==> src/rtl/mem_ncl_pkg.sv <==
// Shared types for the NCL RW-rail consumer: rail codes and controller state encoding.
package mem_ncl_pkg;

  typedef logic [1:0] rail_code_t;

  localparam rail_code_t RAIL_NULL    = 2'b00;
  localparam rail_code_t RAIL_DATA0   = 2'b01;
  localparam rail_code_t RAIL_DATA1   = 2'b10;
  localparam rail_code_t RAIL_ILLEGAL = 2'b11;

  typedef enum logic [1:0] {
    StIdle  = 2'd0,
    StReq   = 2'd1,
    StDone  = 2'd2,
    StError = 2'd3
  } state_t;

endpackage

==> src/rtl/dual_rail_sync.sv <==
// Per-rail flop synchronizer followed by a stability filter on the combined rail code.
module dual_rail_sync
  import mem_ncl_pkg::*;
#(
  parameter int unsigned SYNC_STAGES   = 2,
  parameter int unsigned STABLE_CYCLES = 2
) (
  input  logic       clk,
  input  logic       rst,
  input  logic       rail_t,
  input  logic       rail_f,
  output rail_code_t code,
  output logic       stable
);

  localparam int unsigned CntW = $clog2(STABLE_CYCLES + 1);
  localparam logic [CntW-1:0] CntMax = CntW'(STABLE_CYCLES - 1);

  logic [SYNC_STAGES-1:0] t_sync_q, f_sync_q;
  logic [CntW-1:0]        cnt_q, cnt_d;
  logic                   changing;

  // The value entering the last stage differs from the one it holds: the count restarts.
  assign changing = {t_sync_q[SYNC_STAGES-2], f_sync_q[SYNC_STAGES-2]} !=
                    {t_sync_q[SYNC_STAGES-1], f_sync_q[SYNC_STAGES-1]};

  always_comb begin
    cnt_d = cnt_q;
    if (changing) begin
      cnt_d = '0;
    end else if (cnt_q != CntMax) begin
      cnt_d = cnt_q + CntW'(1);
    end
  end

  always_ff @(posedge clk or posedge rst) begin
    if (rst) begin
      t_sync_q <= '0;
      f_sync_q <= '0;
      cnt_q    <= '0;
    end else begin
      t_sync_q <= {t_sync_q[SYNC_STAGES-2:0], rail_t};
      f_sync_q <= {f_sync_q[SYNC_STAGES-2:0], rail_f};
      cnt_q    <= cnt_d;
    end
  end

  assign code   = {t_sync_q[SYNC_STAGES-1], f_sync_q[SYNC_STAGES-1]};
  assign stable = (cnt_q == CntMax);

endmodule

==> src/rtl/mem_rw_strobe_ctrl.sv <==
// Turns each filtered DATA wavefront on the RW dual-rail pair into one level req/ack memory
// transaction, returns the NCL completion acknowledge and flags protocol/timeout errors.
module mem_rw_strobe_ctrl
  import mem_ncl_pkg::*;
#(
  parameter int unsigned SYNC_STAGES   = 2,
  parameter int unsigned STABLE_CYCLES = 2,
  parameter int unsigned ACK_TIMEOUT   = 16
) (
  input  logic clk,
  input  logic rst,
  input  logic RW_t,
  input  logic RW_f,
  output logic ko,
  output logic mem_req,
  output logic mem_we,
  input  logic mem_ack,
  input  logic err_clr,
  output logic err,
  output logic busy
);

  localparam int unsigned TimW = $clog2(ACK_TIMEOUT);
  localparam logic [TimW-1:0] TimMax = TimW'(ACK_TIMEOUT - 1);

  rail_code_t      code;
  logic            stable;
  state_t          state_q, state_d;
  logic [TimW-1:0] tcnt_q, tcnt_d;
  logic            we_d;
  logic            err_set;
  logic            null_idle;

  dual_rail_sync #(
    .SYNC_STAGES  (SYNC_STAGES),
    .STABLE_CYCLES(STABLE_CYCLES)
  ) u_sync (
    .clk   (clk),
    .rst   (rst),
    .rail_t(RW_t),
    .rail_f(RW_f),
    .code  (code),
    .stable(stable)
  );

  assign null_idle = stable && (code == RAIL_NULL) && !mem_ack;

  always_comb begin
    state_d = state_q;
    tcnt_d  = tcnt_q;
    we_d    = mem_we;
    err_set = 1'b0;
    unique case (state_q)
      StIdle: begin
        tcnt_d = '0;
        if (stable && (code == RAIL_DATA0 || code == RAIL_DATA1)) begin
          state_d = StReq;
          we_d    = (code == RAIL_DATA1);
        end else if (stable && code == RAIL_ILLEGAL) begin
          state_d = StError;
          err_set = 1'b1;
        end
      end
      StReq: begin
        // Ack takes priority over an expiring timeout on the same edge.
        if (mem_ack) begin
          state_d = StDone;
        end else if (tcnt_q == TimMax) begin
          state_d = StError;
          err_set = 1'b1;
        end else begin
          tcnt_d = tcnt_q + TimW'(1);
        end
      end
      StDone: begin
        if (null_idle) begin
          state_d = StIdle;
        end else if (stable && code == RAIL_ILLEGAL) begin
          state_d = StError;
          err_set = 1'b1;
        end
      end
      StError: begin
        if (null_idle) begin
          state_d = StIdle;
        end
      end
      default: state_d = StIdle;
    endcase
  end

  always_ff @(posedge clk or posedge rst) begin
    if (rst) begin
      state_q <= StIdle;
      tcnt_q  <= '0;
      mem_we  <= 1'b0;
      mem_req <= 1'b0;
      busy    <= 1'b0;
      ko      <= 1'b1;
      err     <= 1'b0;
    end else begin
      state_q <= state_d;
      tcnt_q  <= tcnt_d;
      mem_we  <= we_d;
      mem_req <= (state_d == StReq);
      busy    <= (state_d != StIdle);
      // ko follows the state one edge late, so it drops on the edge after the ack is seen.
      ko      <= !(state_q == StDone || state_q == StError);
      err     <= err_set | (err & ~err_clr);
    end
  end

endmodule

==> config.mk <==
export PLATFORM = sky130hd
export DESIGN_NAME = mem_rw_strobe_ctrl
export DESIGN_NICKNAME = d
export VERILOG_FILES = /design/src/rtl/mem_ncl_pkg.sv /design/src/rtl/dual_rail_sync.sv /design/src/rtl/mem_rw_strobe_ctrl.sv
export SDC_FILE = /design/constraint.sdc
export NUM_CORES = 1
export LEC_CHECK = 0
export ABC_AREA = 1
export ABC_CLOCK_PERIOD_IN_PS = 1300
export CAP_MARGIN = 20
export CORE_AREA = 5 5 48 50
export CTS_BUF_LIST = sky130_fd_sc_hd__clkbuf_4
export DETAILED_ROUTE_END_ITERATION = 16
export DIE_AREA = 0 0 53 55
export PLACE_DENSITY = 0.74
export SLEW_MARGIN = 5
export SYNTH_ARGS = -nofsm -noshare
export SYNTH_HDL_FRONTEND = slang
export SYNTH_SLANG_ARGS = --single-unit
==> constraint.sdc <==
create_clock -name clk -period 1.3 [get_ports clk]
set_input_delay 0.13 -clock clk [delete_from_list [all_inputs] [get_ports clk]]
set_output_delay 0.13 -clock clk [all_outputs]
set_load 0.02 [all_outputs]
==> results of run 1 <==
==> cells by family after synthesis <==
| kind of cell | count (synthesis) |
|---|---|
| compound gates | 7 |
| buf+inv | 15 |
| fa+ha+maj | 5 |
| flops | 17 |
| simple gates | 49 |
| xor+xnor | 3 |
==> through the flow <==
step                utilization  std cells
finish                    0.625        145
global route              0.625        145
global placement          0.548        135
detailed placement        0.548        135
floorplan                     -         96
CTS                       0.574        142
==> repair_timing <==
action | in CTS | in global routing
buffers inserted | 3 | 3
pin swaps | 1 | 4
endpoints found under the setup margin | 8 | 5
gates resized for setup | 7 | 17
==> state kept, by name, indices dropped and copies added (netlist names) <==
signal / flops
u_sync.f_sync_q: 2
busy: 1
err: 1
tcnt_q: 4
u_sync.cnt_q: 2
state_q: 2
ko: 1
mem_we: 1
u_sync.t_sync_q: 2
mem_req: 1
==> final cells by class <==
cell class	instances	area share
Clock buffer	4	0.0258
Inverter	13	0.0419
Multi-Input combinational cell	64	0.389
Sequential cell	17	0.369
Tap cell	27	0.0290
Timing Repair Buffer	20	0.145
==> synth_stat cells <==
cell type,n,share of area
inv_2,1,0.0043
o21ai_1,2,0.011
buf_6,1,0.013
nand3b_2,1,0.013
nor3b_1,1,0.0086
inv_1,12,0.051
nand3_2,2,0.023
dfstp_2,1,0.030
ha_1,5,0.072
o21ai_0,2,0.011
or2_0,1,0.0072
nand2_1,22,0.094
nand4_1,3,0.021
a21oi_2,2,0.020
xnor2_1,2,0.020
nor2_1,8,0.034
xor2_1,1,0.010
dfrtp_1,16,0.46
a21oi_1,1,0.0057
nand3_1,5,0.029
nand2_2,4,0.029
buf_4,1,0.0086
nor2_4,2,0.026
==> routing by layer <==
metal | up-vias | GRT usage | wire [um]
met3 | 5 | 0.0349 | 72
met1 | 320 | 0.141 | 725
li1 | 346 | - | -
met4 | 0 | 0.0511 | 25
met2 | 16 | 0.205 | 830
met5 | - | 0 | 0
==> final timing paths <==
kind | start | slack (ns) | end
min in group clk | RW_t | 0.27 | u_sync.t_sync_q[0]$_DFF_PP0_
max reg2reg | u_sync.f_sync_q[1]$_DFF_PP0_ | 0.04 | busy$_DFF_PP0_
max in group asynchronous | rst | 0.82 | state_q[1]$_DFF_PP0_
min | rst | 0.06 | tcnt_q[3]$_DFFE_PP0P_
min reg2reg | u_sync.f_sync_q[0]$_DFF_PP0_ | 0.41 | u_sync.f_sync_q[1]$_DFF_PP0_
max | ko$_DFF_PP1_ | 0.04 | ko
==> power by group <==
part / total [uW] / switching (uW) / leakage, uW / internal (uW)
logic: 602 / 347 / 0.000347 / 255
registers: 756 / 119 / 0.000211 / 637
clock network: 298 / 158 / 0.0000184 / 140
==> results_dict.tcl, run 1 <==
set metrics [dict create \
    status "complete, no violations" \
    avgRoutedWirePerCell_um 11.4 \
    worst_pin_slew_ns 0.367 \
    ioPinCount 11 \
    timing.final.crit_share 0.968 \
    fin_ws_ns 0.0411 \
    drive_gt1_frac 0.339 \
    vias_per_cell 4.74 \
    fp-row-count 16 \
    final_common_cell "nand2_1" \
    cts_tree "yes" \
    vdd_drop_max_mv 1.17 \
    final.min_clock_period_ns 1.26 \
    synth_cell_types 23 \
    path_class "reg2out" \
    numCtsBuffers 3 \
    multi_input_area_um2 453 \
    grt_antenna_before_repair 0 \
    fp.dieW_um 53 \
    tns_ns 0 \
    synth_fa_ha_area_frac 0.0715 \
    final_cell_mix "nand2_1 (19), dfrtp_1 (14), buf_4 (10)" \
    fp.dieH_um 55 \
    grt_overflow 0 \
    r2r_cells 7 \
    post-dp-hpwl_um 1180 \
    synth_top_family_by_area "simple AND/OR/NAND/NOR gates" \
    leakagePower_uw 0.000576 \
    area_growth_pct 33.0 \
    critPathTopFamily "flip-flops" \
    drv_slew 0 \
    synthMuxAreaShare 0 \
    postRouteAntennaNets 0 \
    fp.coreArea_mm2 0.00186 \
    slew_headroom 0.756 \
    drc 0 \
    antenna_cells 0 \
    critPathArrivalTime_ns 1.13 \
    synth_seq_cells 17 \
    slowest_stage "dfstp_2" \
    h-tree-depth 1 \
    grt_pass1_wl_um 2500 \
    cts-hold-fix-buffers 0 \
    drt-total-wl_um 1650 \
    grt_max_degree 12 \
    post-place-ws_ns -0.0160 \
    end_kind "primary output" \
    rsz0062_at_grt "true" \
    clk_pin_slew_ns 0.09 \
    maxCapViolCount 0 \
    gp_congestion 0.802 \
    min_path_type "in2async" \
    start_util 0.470 \
    syn_inst 96 \
    cp_max_fo 1 \
    setup_viol 0 \
    fp.dieArea_mm2 0.00292 \
    final_nets 130 \
    regArea_um2 429 \
    synth_compound_area_frac 0.0486 \
    grt_pass1_vias 596 \
    clkLatencyLatePin_ns 0.29 \
    place_area_mm2 0.00102 \
    worstSetupStartpointType "flop" \
    critPathRequiredTime_ns 1.17 \
    max_stage_delay_ns 0.52 \
    path_depth 1 \
    cts_root_buf "clkbuf_4" \
    drt_iter0_markers 10 \
    fmax_mhz 794 \
    finalClockSkew_ns 0.00108 \
    synth_area_um2 875 \
    fin_area_mm2 0.00116 \
    syn-mean-instance-area_um2 9.11 \
    fillers 160 \
    report.final.hold_viol_count 0 \
    ys_warn_count 0 \
    ys_seq_area_frac 0.488 \
    vias 687 \
    holdWs_ns 0.0586 \
    p_per_area_mw_per_mm2 1420 \
    synth.net_count 107 \
    synth_simple_gate_area_share 0.285 \
    power_uw 1660 \
    numPortBuffers 10 \
    cp_cell_sequence "dlygate4sd2_1" \
    clock_sinks 17 \
    grt_use_total 0.120 \
    synth_xor_area_frac 0.0300 \
    critPathBufInv 1 \
    clock_path_buffers 2 \
    drt-pass1-iter-count 4 \
]
Power figures use the tool's default switching activity.
==> inputs of run 2 (changes only) <==
- SETUP_SLACK_MARGIN: default -> 0.3
==> results_dict.tcl, run 2 (synthesis results as in run 1) <==
set metrics [dict create \
    vias_per_cell 5.02 \
    min_path_type "in2async" \
    fp-row-count 16 \
    clock_path_buffers 2 \
    cts_root_buf "clkbuf_4" \
    seqPwrFrac 0.426 \
    grt_pass1_vias 777 \
    maxCapViolCount 0 \
    clock_sinks 17 \
    drv_slew 0 \
    cp_cell_sequence "inv_2 -> ha_4 -> nand2_4 -> inv_4 -> nand2_4 -> nand2_4 -> a21oi_4 -> nand2_1" \
    start_util 0.470 \
    postRouteAntennaNets 0 \
    worstSetupStartpointType "flop" \
    grt_max_degree 12 \
    finalClockSkew_ns 0.00763 \
    grt_pass1_wl_um 3550 \
    vias 763 \
    drc 0 \
    tns_ns 0 \
    vdd_drop_max_mv 1.07 \
    drive_gt1_frac 0.448 \
    final_common_cell "nand2_1" \
    grt_use_total 0.176 \
    worst_pin_slew_ns 0.338 \
    gp_congestion 0.808 \
    holdWs_ns 0.0497 \
    critPathArrivalTime_ns 1.49 \
    report.final.hold_viol_count 0 \
    drt-total-wl_um 2090 \
    path_class "reg2reg" \
    grt_overflow 0 \
    fillers 132 \
    status "complete, no violations" \
    grt_antenna_before_repair 0 \
    top_register "tcnt_q" \
    clk_pin_slew_ns 0.11 \
    fp.dieH_um 55 \
    clockPowerShare 0.162 \
    r2r_end "busy$_DFF_PP0_" \
    setup_viol 0 \
    avgRoutedWirePerCell_um 13.8 \
    final.min_clock_period_ns 1.29 \
    antenna_cells 0 \
    slowest_stage "dfrtp_1" \
    switchingPower_uw 707 \
    fp.dieArea_mm2 0.00292 \
    slew_headroom 0.774 \
    numCtsBuffers 3 \
    reg2reg_slack_ns 0.006 \
    internal_power_uw 1100 \
    post-dp-hpwl_um 1250 \
    fmax_mhz 773 \
    area_growth_pct 45.9 \
    cts-hold-fix-buffers 0 \
    cp_max_fo 3 \
    end_kind "flop" \
    pwr-share-comb 0.413 \
    critPathRequiredTime_ns 1.49 \
    ioPinCount 11 \
    cp_common_cell "nand2_4" \
    max_stage_delay_ns 0.42 \
    cts_tree "yes" \
    fp.coreArea_mm2 0.00186 \
    r2r_cells 8 \
    p_sw_frac 0.391 \
    final_nets 137 \
    drt-pass1-iter-count 4 \
    clkLatencyLatePin_ns 0.30 \
    leakagePower_uw 0.000648 \
    h-tree-depth 1 \
    largest_reg_flops 4 \
    numPortBuffers 10 \
    drt_iter0_markers 28 \
    p_per_area_mw_per_mm2 1410 \
    final_cell_mix "nand2_1 (17), dfrtp_1 (15), buf_4 (12)" \
    timing.final.crit_share 0.995 \
    rsz0062_at_grt "true" \
    r2r_start "u_sync.f_sync_q[1]$_DFF_PP0_" \
    fp.dieW_um 53 \
]
[run 2: power by group through the flow]
| stage | logic (uW) | registers (uW) | clock network (uW) |
|---|---|---|---|
| detailed placement | 561 | 767 | 0 |
| CTS | 634 | 754 | 288 |
| finish | 745 | 769 | 292 |
| global placement | 549 | 757 | 0 |
| global route | 807 | 786 | 332 |
| floorplan | 368 | 782 | 0 |
[run 2: cell type report]
class | count | area [um^2] | area share
multi-input combinational | 64 | 489 | 0.383
sequential | 17 | 428 | 0.335
timing repair buffer | 27 | 246 | 0.193
inverter | 13 | 51.3 | 0.0402
tap | 27 | 33.8 | 0.0265
clock buffer | 3 | 22.5 | 0.0176
clock inverter | 1 | 5.00 | 0.00392
[run 2: worst max path at each step]
stage                          end                          from  slack, ns
floorplan           busy$_DFF_PP0_  u_sync.t_sync_q[1]$_DFF_PP0_       0.06
global route        busy$_DFF_PP0_  u_sync.f_sync_q[1]$_DFF_PP0_      -0.04
finish              busy$_DFF_PP0_  u_sync.f_sync_q[1]$_DFF_PP0_      0.006
global placement    busy$_DFF_PP0_  u_sync.t_sync_q[1]$_DFF_PP0_      -0.03
detailed placement  busy$_DFF_PP0_  u_sync.t_sync_q[1]$_DFF_PP0_      -0.08
CTS                 busy$_DFF_PP0_  u_sync.f_sync_q[1]$_DFF_PP0_       0.02
[run 2: repair_timing]
| item | in CTS | in global routing |
|---|---|---|
| buffers inserted | 13 | 2 |
| hold endpoints to repair | 0 | 0 |
| endpoints found under the setup margin | 17 | 16 |
| resized for setup | 36 | 20 |
| pin swaps | 13 | 6 |
[run 2: per-stage QoR]
stage	area [um^2]	std cells	worst slack [ns]	utilization	total power, uW
finish	1280	152	0.00604	0.685	1810
global route	1280	152	-0.0426	0.685	1930
CTS	1200	150	0.0186	0.647	1680
detailed placement	1010	133	-0.0803	0.544	1330
global placement	1010	133	-0.0301	0.544	1310
floorplan	882	96	0.0608	-	1150
[run 2: metal layers]
| layer | GRT usage | routed length, um | up-vias |
|---|---|---|---|
| li1 | - | - | 360 |
| met1 | 0.209 | 793 | 359 |
| met2 | 0.293 | 1090 | 30 |
| met3 | 0.0429 | 96 | 14 |
| met4 | 0.0979 | 107 | 0 |
| met5 | 0 | 0 | - |
[run 2: critical path: cells and delay by family (launching register included)]
family          cells  cell delay, ns
compound gates      1            0.13
fa+ha+maj           1            0.21
flops               1            0.42
simple gates        4            0.28
buf+inv             2            0.15
